<file path="src/rtl/tm_pkg.sv">
// tm_pkg: shared state encoding and constants for the TM inference sequencer
package tm_pkg;
   localparam int CLAUSEN = 10;
   localparam int CLASSN = 10;
   localparam int WPC = 5;
   localparam int WDEPTH = CLASSN * WPC;
   localparam int CW = $clog2(CLASSN);
   localparam int DW = 256;
   localparam int AW = 9;
   typedef enum logic [3:0] {
      IDLE, LOAD_CL, LOAD_WT, SETTLE, IMG_RST, START, WAIT, RESULT, DONE
   } state_t;
endpackage

</file>
<file path="src/rtl/tm_cfg_writer.sv">
// tm_cfg_writer: config stream to clause/weight BRAM writer with registered write strobes
module tm_cfg_writer
   import tm_pkg::*;
(
   input  logic          clk,
   input  logic          reset,
   input  logic          en,
   input  logic          sel,
   input  logic [AW-1:0] limit,
   input  logic          s_valid,
   input  logic [DW-1:0] s_data,
   output logic          s_ready,
   output logic          last,
   output logic          we_cl,
   output logic          we_wt,
   output logic [AW-1:0] addr,
   output logic [DW-1:0] wdata
);
   logic [AW-1:0] cnt;
   logic          beat;
   assign s_ready = en;
   assign beat = en & s_valid;
   assign last = beat && cnt == limit - AW'(1);
   // one write per accepted beat, issued next cycle; the strobe carries its target so a phase change cannot misroute it
   always_ff @(posedge clk) begin
      if (reset) begin
         cnt <= '0;
         addr <= '0;
         wdata <= '0;
         we_cl <= 1'b0;
         we_wt <= 1'b0;
      end else begin
         we_cl <= beat & ~sel;
         we_wt <= beat & sel;
         if (beat) begin
            addr <= cnt;
            wdata <= s_data;
            cnt <= last ? '0 : cnt + AW'(1);
         end
      end
   end
endmodule

</file>
<file path="src/rtl/tm_infer_sequencer.sv">
// tm_infer_sequencer: loads clause/weight BRAMs from the config stream, then runs images and returns winning classes
module tm_infer_sequencer
   import tm_pkg::*;
#(
   parameter int TIMEOUT = 4096
) (
   input  logic          clk,
   input  logic          reset,
   input  logic          start,
   input  logic [15:0]   n_images,
   input  logic [8:0]    clauses,
   input  logic          s_valid,
   output logic          s_ready,
   input  logic [DW-1:0] s_data,
   output logic [DW-1:0] clause_write,
   output logic          wea,
   output logic [31:0]   bram_addr_a,
   output logic [DW-1:0] weight_write,
   output logic          wea2,
   output logic [31:0]   bram_addr_a2,
   output logic          img_rst,
   output logic          done_rmu,
   input  logic          core_done,
   input  logic [CW-1:0] core_class,
   output logic          res_valid,
   input  logic          res_ready,
   output logic [CW-1:0] res_class,
   output logic [15:0]   res_index,
   output logic          busy,
   output logic          err_timeout
);
   localparam int TW = $clog2(TIMEOUT);
   state_t        state;
   logic [15:0]   n_img, img_cnt;
   logic [AW-1:0] n_cl, addr;
   logic [TW-1:0] tcnt;
   logic          settle, wr_last;
   logic [DW-1:0] wdata;

   tm_cfg_writer u_wr (
      .clk     (clk),
      .reset   (reset),
      .en      (state == LOAD_CL || state == LOAD_WT),
      .sel     (state == LOAD_WT),
      .limit   (state == LOAD_WT ? AW'(WDEPTH) : n_cl),
      .s_valid (s_valid),
      .s_data  (s_data),
      .s_ready (s_ready),
      .last    (wr_last),
      .we_cl   (wea),
      .we_wt   (wea2),
      .addr    (addr),
      .wdata   (wdata)
   );

   assign clause_write = wdata;
   assign weight_write = wdata;
   assign bram_addr_a = {{(32-AW){1'b0}}, addr};
   assign bram_addr_a2 = {{(32-AW){1'b0}}, addr};
   assign busy = state != IDLE;

   // run control: load phases, settle, then per image reset/start/wait/return; pulses default low each cycle
   always_ff @(posedge clk) begin
      if (reset) begin
         state <= IDLE;
         n_img <= '0;
         n_cl <= '0;
         img_cnt <= '0;
         tcnt <= '0;
         settle <= 1'b0;
         img_rst <= 1'b0;
         done_rmu <= 1'b0;
         res_valid <= 1'b0;
         res_class <= '0;
         res_index <= '0;
         err_timeout <= 1'b0;
      end else begin
         img_rst <= 1'b0;
         done_rmu <= 1'b0;
         case (state)
            IDLE: if (start) begin
               n_img <= n_images;
               n_cl <= clauses;
               img_cnt <= '0;
               err_timeout <= 1'b0;
               state <= clauses != 9'd0 ? LOAD_CL : DONE;
            end
            LOAD_CL: if (wr_last) state <= LOAD_WT;
            LOAD_WT: if (wr_last) begin
               state <= SETTLE;
               settle <= 1'b0;
            end
            SETTLE: begin
               settle <= 1'b1;
               if (settle) begin
                  state <= n_img != 16'd0 ? IMG_RST : DONE;
                  img_rst <= n_img != 16'd0;
               end
            end
            IMG_RST: begin
               done_rmu <= 1'b1;
               state <= START;
            end
            START: begin
               tcnt <= '0;
               state <= WAIT;
            end
            WAIT: if (core_done) begin
               res_valid <= 1'b1;
               res_class <= core_class;
               res_index <= img_cnt;
               state <= RESULT;
            end else if (tcnt == TW'(TIMEOUT - 1)) begin
               err_timeout <= 1'b1;
               state <= DONE;
            end else begin
               tcnt <= tcnt + TW'(1);
            end
            RESULT: if (res_ready) begin
               res_valid <= 1'b0;
               img_cnt <= img_cnt + 16'd1;
               state <= img_cnt + 16'd1 == n_img ? DONE : IMG_RST;
               img_rst <= img_cnt + 16'd1 != n_img;
            end
            DONE: state <= IDLE;
            default: state <= IDLE;
         endcase
      end
   end
endmodule

</file>
<file path="config.mk">
export PLATFORM = sky130hd
export DESIGN_NAME = tm_infer_sequencer
export DESIGN_NICKNAME = d
export VERILOG_FILES = /design/src/rtl/tm_pkg.sv /design/src/rtl/tm_cfg_writer.sv /design/src/rtl/tm_infer_sequencer.sv
export SDC_FILE = /design/constraint.sdc
export NUM_CORES = 1
export LEC_CHECK = 0
export BUFFER_PORTS_ARGS = -buffer_cell sky130_fd_sc_hd__buf_2
export CAP_MARGIN = 20
export CORE_AREA = 2 2 345 347
export CTS_CLUSTER_DIAMETER = 30
export DETAILED_ROUTE_END_ITERATION = 8
export DIE_AREA = 0 0 347 349
export PLACE_DENSITY = 0.38
export SYNTH_ARGS = -nofsm -noshare
export SYNTH_HDL_FRONTEND = slang
export SYNTH_SLANG_ARGS = --single-unit
export TNS_END_PERCENT = 5
</file>
<file path="constraint.sdc">
create_clock -name clk -period 3.4 [get_ports clk]
set_input_delay 0.17 -clock clk [delete_from_list [all_inputs] [get_ports clk]]
set_output_delay 0.17 -clock clk [all_outputs]
set_load 0.01 [all_outputs]
</file>
* After elaboration in Yosys (flattened, before gate mapping)
Cells that the tools add are included.
** Operators by class
- Add/sub/neg operators :: 4
- Eq/ne operators :: 21
- Muxes and demuxes :: 32
- Bitwise gates (word level) :: 4
- Reductions and logical operators :: 19
** Operator list (number)
- two-way mux 4 bit :: 10
- two-way mux 16 bit :: 2
- case mux 16 bit (2 select lines) :: 1
- case mux 4 bit (8 select lines) :: 1
- two-way mux 12 bit :: 2
- case mux 12 bit (2 select lines) :: 1
- two-way mux 9 bit :: 2
- adder 16 x 1 -> 16 bit, second input constant :: 1
- equality test 16 bit :: 1
- equality test 4 x 3 -> 1 bit, second input constant :: 4
- inequality test 16 bit :: 1
- inequality test 2 bit, second input constant :: 8
- nonzero test 16 bit :: 1
- adder 12 x 1 -> 12 bit, second input constant :: 1
- equality test 12 bit, second input constant :: 1
- nonzero test 2 bit :: 5
- adder 9 x 1 -> 9 bit, second input constant :: 1
- equality test 9 bit :: 1
- two-way mux 1 bit :: 9
- AND reduction 3 bit :: 3
- nonzero test 9 bit :: 1
- subtractor 9 x 1 -> 9 bit, second input constant :: 1
- equality test 4 x 2 -> 1 bit, second input constant :: 2
- case mux 1 bit (2 select lines) :: 4
- 12 further kinds :: 16
** Storage, ports and cells
- Bits in registers :: 358
- Input port bits :: 291
- Output and inout bits :: 604
- Logic and storage cells :: 97

* Longest topological paths before layout
Gate-level depths: netlist of the first run.
- Depth in word-level cells :: 7
- Depth in mapped cells :: 12
- Gate-level depth less buffers :: 10

* By module
Synthesis of the first run repeated with hierarchy kept, for this count alone.
** Second synthesis, totals
- Cells, all modules :: 2091
- Area total of the unflattened synthesis :: 16260.6 um2
** Modules (own cells, without submodules)
- tm_cfg_writer :: times used 1, cells each 1247, area an instance 9794.4 um2, sequential area each 5525.3 um2
- tm_infer_sequencer :: times used 1, cells each 844, area an instance 6466.2 um2, sequential area each 1641.6 um2

* Least setup slack after synthesis of the first run
No wires, ideal clock.
- Path kind :: register to register
- Start :: reg state[2]
- End :: reg state[0]
- Arrival time :: 3.033 ns
- Data required time :: 3.328 ns
- Path slack :: 0.296 ns
- Stages on the path, launching flop included :: 13
- Path buffers :: 2
- Clock period less this slack :: 3.104 ns
- Cell sequence :: dfxtp_1 -> buf_6 -> or4b_4 -> buf_6 -> nand2_1 -> ha_1 -> or3b_2 -> o211a_1 -> or3_4 -> a211oi_2 -> and4_4 -> or2_4 -> mux2i_1
** On the way
- Word-level cells in the longest chain between the ends :: 7
- Elaborated cells on any way between the ends :: 22
- Those cells by class :: add/sub (1); eq/ne (14); mux (2); bitwise (1); reduce/logical (4)
** RTL lines
- from (decl) :: line tm_infer_sequencer.sv:33 : state_t state;
- from (signal assigned) :: line tm_infer_sequencer.sv:86 : state <= clauses != 9'd0 ? LOAD_CL : DONE;
- from (signal assigned) :: line tm_infer_sequencer.sv:96 : state <= n_img != 16'd0 ? IMG_RST : DONE;
- from (signal assigned) :: line tm_infer_sequencer.sv:122 : state <= img_cnt + 16'd1 == n_img ? DONE : IMG_RST;
- equality test 4 x 2 -> 1 bit :: line tm_infer_sequencer.sv:43, tm_infer_sequencer.sv:45, tm_infer_sequencer.sv:80
- two-way mux 9 bit :: line tm_infer_sequencer.sv:45 : .limit (state == LOAD_WT ? AW'(WDEPTH) : n_cl),
- subtractor 9 x 1 -> 9 bit :: line tm_cfg_writer.sv:23 : assign last = beat && cnt == limit - AW'(1);
- equality test 9 bit :: line tm_cfg_writer.sv:23
- logical AND 1 bit :: line tm_cfg_writer.sv:23
- inequality test 2 bit (no line) or inequality test 2 x 1 -> 1 bit (tied branches)
- AND reduction 6 bit (no line)
Parallel ways exist; a longest one is shown, timed or not.
A chain may end at the register's enable or synchronous reset.

* Worst setup path in the final report of the first run
- Start :: reg state[0]
- End :: reg state[0]
The elaborated chain is that of the path after synthesis.

==> impl_metrics.tcl, run 1 <==
set metrics [dict create \
    finalWorstSetupSlack_ps 365 \
    synth_commonest_cells "nand2_1, dfxtp_1, a21oi_1, buf_4, clkbuf_1" \
    num_rows 126 \
    fin_tns_setup_ps 0 \
    grt_pass1_wl_um 115000 \
    cts.htree.levels 3 \
    drc 0 \
    yosysWarningCount 0 \
    cp_max_fo 4 \
    synth_flop_cell "dfxtp_1" \
    p_leak_nw 12.2 \
    routed_wl_um 82700 \
    max_stage_delay_ps 530 \
    slew-limit-headroom_pct 37.6 \
    ios 895 \
    cts.sinks 358 \
    cp_data_required_time_ps 3980 \
    clk_pin_slew_ps 40 \
    worst_skew_pair.late_latency_ps 680 \
    syn_to_final_growth_pct 66.6 \
    grt_pass1_vias 16700 \
    fin_skew_ps 38.0 \
    cts_tree "done" \
    tightest_slew_ps 935 \
    fin_nets 3292 \
    run_status "completed" \
    core_area_mm2 0.117 \
    syn_inst 2095 \
    ant_nets 0 \
    dp.cells 4136 \
    max_freq_mhz 330 \
    slowest_stage "or4b_4" \
    syn_area_mm2 0.0161 \
    start_util_pct 13.7 \
    hold_viol_final 0 \
    cpLargestDelayFamily "simple AND/OR/NAND/NOR gates" \
    die_w_um 347 \
    synth.avg_cell_area_um2 7.71 \
    grt_max_degree 107 \
    synth.area.top_cells "dfxtp_1, nand2_1, buf_4" \
    rsz0062_at_grt "no" \
    post-route-util_pct 22.9 \
    synth_edf_count 0 \
    maxCapViolations 0 \
    wl_per_cell_um 17.9 \
    ys_types 64 \
    path_buf_inv 0 \
    clockRootBuffer "clkbuf_16" \
    track_usage_pct 12.8 \
    p_per_area_mw_per_mm2 789 \
    port_buffers 848 \
    hpwl_um 64000 \
    yosysTopAreaCell "dfxtp_1" \
    cp-end-kind "flop" \
    min_period_ps 3030 \
    post-cts-setup-buffers 0 \
    drtIter0Drc 730 \
    ir_worst_vdd_mv 0.340 \
    cp_data_arrival_time_ps 3620 \
    drive_gt1_share_pct 35.4 \
    grt-ovfl-total 0 \
    finalNonFillerCells 4621 \
    hp-class "in2reg" \
    fillCellCount 13200 \
    fp.dieArea_mm2 0.121 \
    antenna_found_initial 3 \
    num_vias 17200 \
    finalMaxSlewViolations 0 \
    yosysTopAreaCellShare_pct 44.4 \
    synth_seq_area_share_pct 44.4 \
    gp_congestion 0.837 \
    worstSetupPathType "reg2reg" \
    setup_viol 0 \
    ys_ff_latch 358 \
    cts_buffer_depth 3 \
    async_flop_share_pct 0 \
    p_total_mw 21.2 \
    finalCritPeriodShare_pct 89.3 \
    cts_buffers 107 \
    crit_path_cell_trace "or4b_4, nand2_1, ha_1, or3b_2, o211a_1, or3_4, a211oi_2, and4_4, or2_4, mux2i_1" \
    via_per_inst 3.71 \
    firstDrtPassIters 5 \
    die_y_um 349 \
    cts-resized-gates 0 \
    start_kind "flop" \
    preCtsSetupSlack_ps 353 \
    synth.most_common_cell "nand2_1" \
]
## power by group
part           leakage (nW)  switching [mW]  internal [mW]
logic                  7.38            3.35           2.04
clock network          1.89            3.02           7.44
registers              2.91           0.584           4.81
## sequential cells by signal, summed over array words and instances, names as in the netlist, 4 cells and up
name and flops:
u_wr.wdata 256, img_cnt 16, n_img 16, res_index 16, tcnt 12, n_cl 9
u_wr.addr 9, u_wr.cnt 9, res_class 4, state 4
## layout make-up
| type | count | area, µm² | area share (%) |
|---|---|---|---|
| timing repair buffer | 1186 | 7670 | 28.5 |
| sequential | 358 | 7170 | 26.6 |
| multi-input combinational | 1333 | 6250 | 23.2 |
| clock buffer | 151 | 3120 | 11.6 |
| tap | 1536 | 1920 | 7.15 |
| clock inverter | 44 | 708 | 2.63 |
| inverter | 11 | 41.3 | 0.154 |
| antenna | 2 | 5.00 | 0.0186 |
## cells by family after synthesis
kind of cell / Yosys count / share of synthesized area, %
AOI/OAI and AO/OA: 400 / 13.1
other: 1 / 0.0232
DFF: 358 / 44.4
muxes: 3 / 0.186
adders and majority gates: 4 / 0.310
buffers and inverters: 449 / 18.0
xor gates and xnor gates: 39 / 2.12
and+or+nand+nor: 841 / 21.8
## what timing repair did
action,CTS,global route
endpoints found under the setup margin,0,0
hold buffers,288,0
endpoints found under the hold margin,290,0
## final timing paths
path | start | endpoint | slack (ps) | cells past startpoint
setup / recovery | state[0]$_SDFFE_PP0P_ | state[0]$_SDFFE_PP0P_ | 370 | 10
setup reg to reg | state[0]$_SDFFE_PP0P_ | state[0]$_SDFFE_PP0P_ | 370 | 10
hold / removal | reset | u_wr.wdata[72]$_SDFFE_PP0P_ | 60 | 2
hold reg to reg | res_index[0]$_SDFFE_PP0P_ | res_index[0]$_SDFFE_PP0P_ | 450 | 2
## placed cells by master (no fill, tap or decap), types with 13 or more instances in the layout
master	instances
nand2_1	653
dlygate4sd3_1	288
conb_1	46
buf_12	13
o21ai_0	20
clkbuf_16	108
xor2_1	21
clkinv_2	21
nor2_1	60
xnor2_1	18
dfxtp_1	358
nand3_1	15
clkbuf_8	26
a21oi_1	338
clkbuf_1	17
nand4_1	20
buf_2	847
nor4_1	20
buf_4	37
bufinv_16	15
## routing by layer
metal  vias up  GRT usage [%]  wire (µm)
li1       8352              -          -
met1      8014           15.2      34400
met2       679           21.5      39500
met3       118           4.36       6500
met4         2           4.53       2340
met5         -              0         13
## through the flow
| stage | area [µm²] | hold WS [ps] |
|---|---|---|
| after CTS | 26900 | 15.2 |
| after floorplan | 16300 | 306 |
| after global routing | 26900 | 42.3 |
| final | 26900 | 60.0 |
| after detailed placement | 20200 | 416 |
| after global placement | 20200 | 410 |
Power figures use the tool's default switching activity.
==> run 2: changes to the inputs <==
- CORE_AREA: 2 2 345 347 -> 4 4 348 350
- DIE_AREA: 0 0 347 349 -> 0 0 352 354
==> run 2 against run 1 <==
Non-clock buffer count is 26 higher. Hold slack better by 41 ps. Largest power group unchanged. First-iteration DRC count up 28%. Largest cell class unchanged. Routed wire length increased by 4.9%. Clock power is 4% lower. Sequential power about the same. Utilization up 0.082 points. Via count grew 1.4%. Highest routed layer is now met4. Critical path depth shrank 1. Critical path type unchanged.
==> impl_metrics.tcl, run 2 (same netlist as run 1, synthesis figures left out) <==
set metrics [dict create \
    intPower_mw 13.8 \
    cp_data_required_time_ps 3940 \
    crit_path_cell_trace "buf_4, nand2b_1, nor2b_1, nor3_4, nand2_4, buf_12, nand2_1, a21oi_1, dlygate4sd3_1" \
    drive_gt1_share_pct 34.5 \
    grt-ovfl-total 0 \
    start_kind "flop" \
    routedLengthMet1_um 35500 \
    fin_tns_setup_ps 0 \
    die_w_um 352 \
    antenna_found_initial 10 \
    min_period_ps 3130 \
    finalCritPeriodShare_pct 92.0 \
    ff2ff_setup_slack_ps 270 \
    run_status "completed" \
    track_usage_pct 13.2 \
    clockRootBuffer "clkbuf_16" \
    post-cts-setup-buffers 0 \
    hold_viol_final 0 \
    firstDrtPassIters 5 \
    final_cell_mix "buf_2, nand2_1, dfxtp_1, a21oi_1, dlygate4sd3_1" \
    post-route-util_pct 23.0 \
    ir_worst_vdd_mv 0.481 \
    pwr-share-comb_pct 26.1 \
    worst_skew_pair.late_latency_ps 700 \
    port_buffers 848 \
    cts_buffer_depth 3 \
    cp_max_fo 61 \
    cp-end-kind "flop" \
    p_switching_mw 7.11 \
    holdCritStartpoint "start" \
    p_leak_nw 12.3 \
    fin_nets 3321 \
    cts.htree.levels 3 \
    syn_to_final_growth_pct 67.6 \
    cp_data_arrival_time_ps 3660 \
    hold_depth 5 \
    dr_wl_met2_um 41500 \
    cpLargestDelayFamily "simple AND/OR/NAND/NOR gates" \
    cts.sinks 358 \
    drc 0 \
    cts_tree "done" \
    tightest_slew_ps 850 \
    largest_register_ff_count 256 \
    clk_pin_slew_ps 40 \
    grt_pass1_wl_um 122000 \
    drtIter0Drc 933 \
    start_util_pct 13.7 \
    num_rows 126 \
    num_vias 17400 \
    routed_wl_um 86800 \
    setup_viol 0 \
    cts_buffers 109 \
    clkPwrFrac_pct 48.1 \
    top_register "u_wr.wdata" \
    slew-limit-headroom_pct 43.2 \
    max_stage_delay_ps 590 \
    fp.dieArea_mm2 0.125 \
    die_y_um 354 \
    wl_per_cell_um 18.7 \
    slowest_stage "dlygate4sd3_1" \
    hold_end "n_cl[6]$_SDFFE_PP0P_" \
    hpwl_um 66300 \
    seqPwrFrac_pct 25.8 \
    fillCellCount 13200 \
    path_buf_inv 3 \
    ant_nets 0 \
    gp_congestion 0.876 \
    worstSetupPathType "reg2reg" \
    maxCapViolations 0 \
    highest_layer "met4" \
    grt_pass1_vias 17300 \
    met3_length_um 7100 \
    hp-class "in2reg" \
    max_freq_mhz 320 \
    rsz0062_at_grt "no" \
    via_per_inst 3.74 \
    layout_commonest_cell "buf_2" \
    ios 895 \
    core_area_mm2 0.118 \
    p_total_mw 20.9 \
    fin_skew_ps 57.0 \
    swShare_pct 33.9 \
    r2r_cells 9 \
    finalMaxSlewViolations 0 \
    r2r-end "u_wr.wdata[244]$_SDFFE_PP0P_" \
    grt_max_degree 125 \
    reg2reg_from "state[1]$_SDFFE_PP0P_" \
    p_per_area_mw_per_mm2 774 \
]
run 2: changes by cell type in the layout (fill, tap and decap cells not counted), sizes merged:
cell,delta
buf,-15
bufinv,-5
clkbuf,-1
clkinv,+4
clkinvlp,+4
diode,-1
dlygate4sd3,+41
inv,-1
nand2,+1
run 2: through the flow:
stage	setup slack, ps	std cells	instance area, µm²	hold WS, ps
after floorplan	296	2140	16300	306
after global placement	226	4121	20000	411
after detailed placement	244	4121	20000	416
after CTS	34.8	4646	27000	17.9
after global routing	78.5	4648	27100	64.4
final	272	4648	27100	101
run 2: timing repair:
| action | in CTS | in global routing |
|---|---|---|
| resized for setup | 0 | 2 |
| hold endpoints to repair | 330 | 0 |
| hold buffers | 329 | 0 |
| endpoints found under the setup margin | 0 | 20 |
run 2: worst max path at each step:
| stage | from | slack, ps | to | cells after the start |
|---|---|---|---|---|
| global route | state[1]$_SDFFE_PP0P_ | 80 | u_wr.wdata[145]$_SDFFE_PP0P_ | 9 |
| global placement | state[0]$_SDFFE_PP0P_ | 230 | u_wr.cnt[7]$_SDFFE_PP0P_ | 10 |
| CTS | state[1]$_SDFFE_PP0P_ | 30 | u_wr.wdata[244]$_SDFFE_PP0P_ | 9 |
| floorplan | state[2]$_SDFFE_PP0P_ | 300 | state[0]$_SDFFE_PP0P_ | 12 |
| detailed placement | state[0]$_SDFFE_PP0P_ | 240 | u_wr.cnt[2]$_SDFFE_PP0P_ | 10 |
| finish | state[1]$_SDFFE_PP0P_ | 270 | u_wr.wdata[244]$_SDFFE_PP0P_ | 9 |
run 2: worst min-delay path, delay by kind of cell:
kind / cells / cell delay (ps)
buf+inv: 2 / 350
simple gates: 2 / 180
compound gates: 1 / 60
run 2: power groups by stage:
stage,clock network (mW),logic [mW],registers [mW]
finish,10.1,5.47,5.40
floorplan,0,3.09,5.49
global route,10.6,6.02,5.48
detailed placement,0,5.17,5.48
global placement,0,5.19,5.46
CTS,10.4,5.57,5.41
run 2: final cells by class:
cell class	count	area [µm²]	area share, %
antenna	1	2.50	0.00925
inverter	11	41.3	0.153
clock buffer	150	3060	11.3
clock inverter	46	664	2.45
multi-input combinational	1334	6270	23.2
timing repair buffer	1212	7940	29.3
sequential	358	7170	26.5
tap	1536	1920	7.10
run 2: per-layer routing:
metal  GRT usage [%]  up-vias
met2            22.3      705
met5               0        -
met4            5.09        0
met3            4.43      126
met1            15.5     8165
li1                -     8407
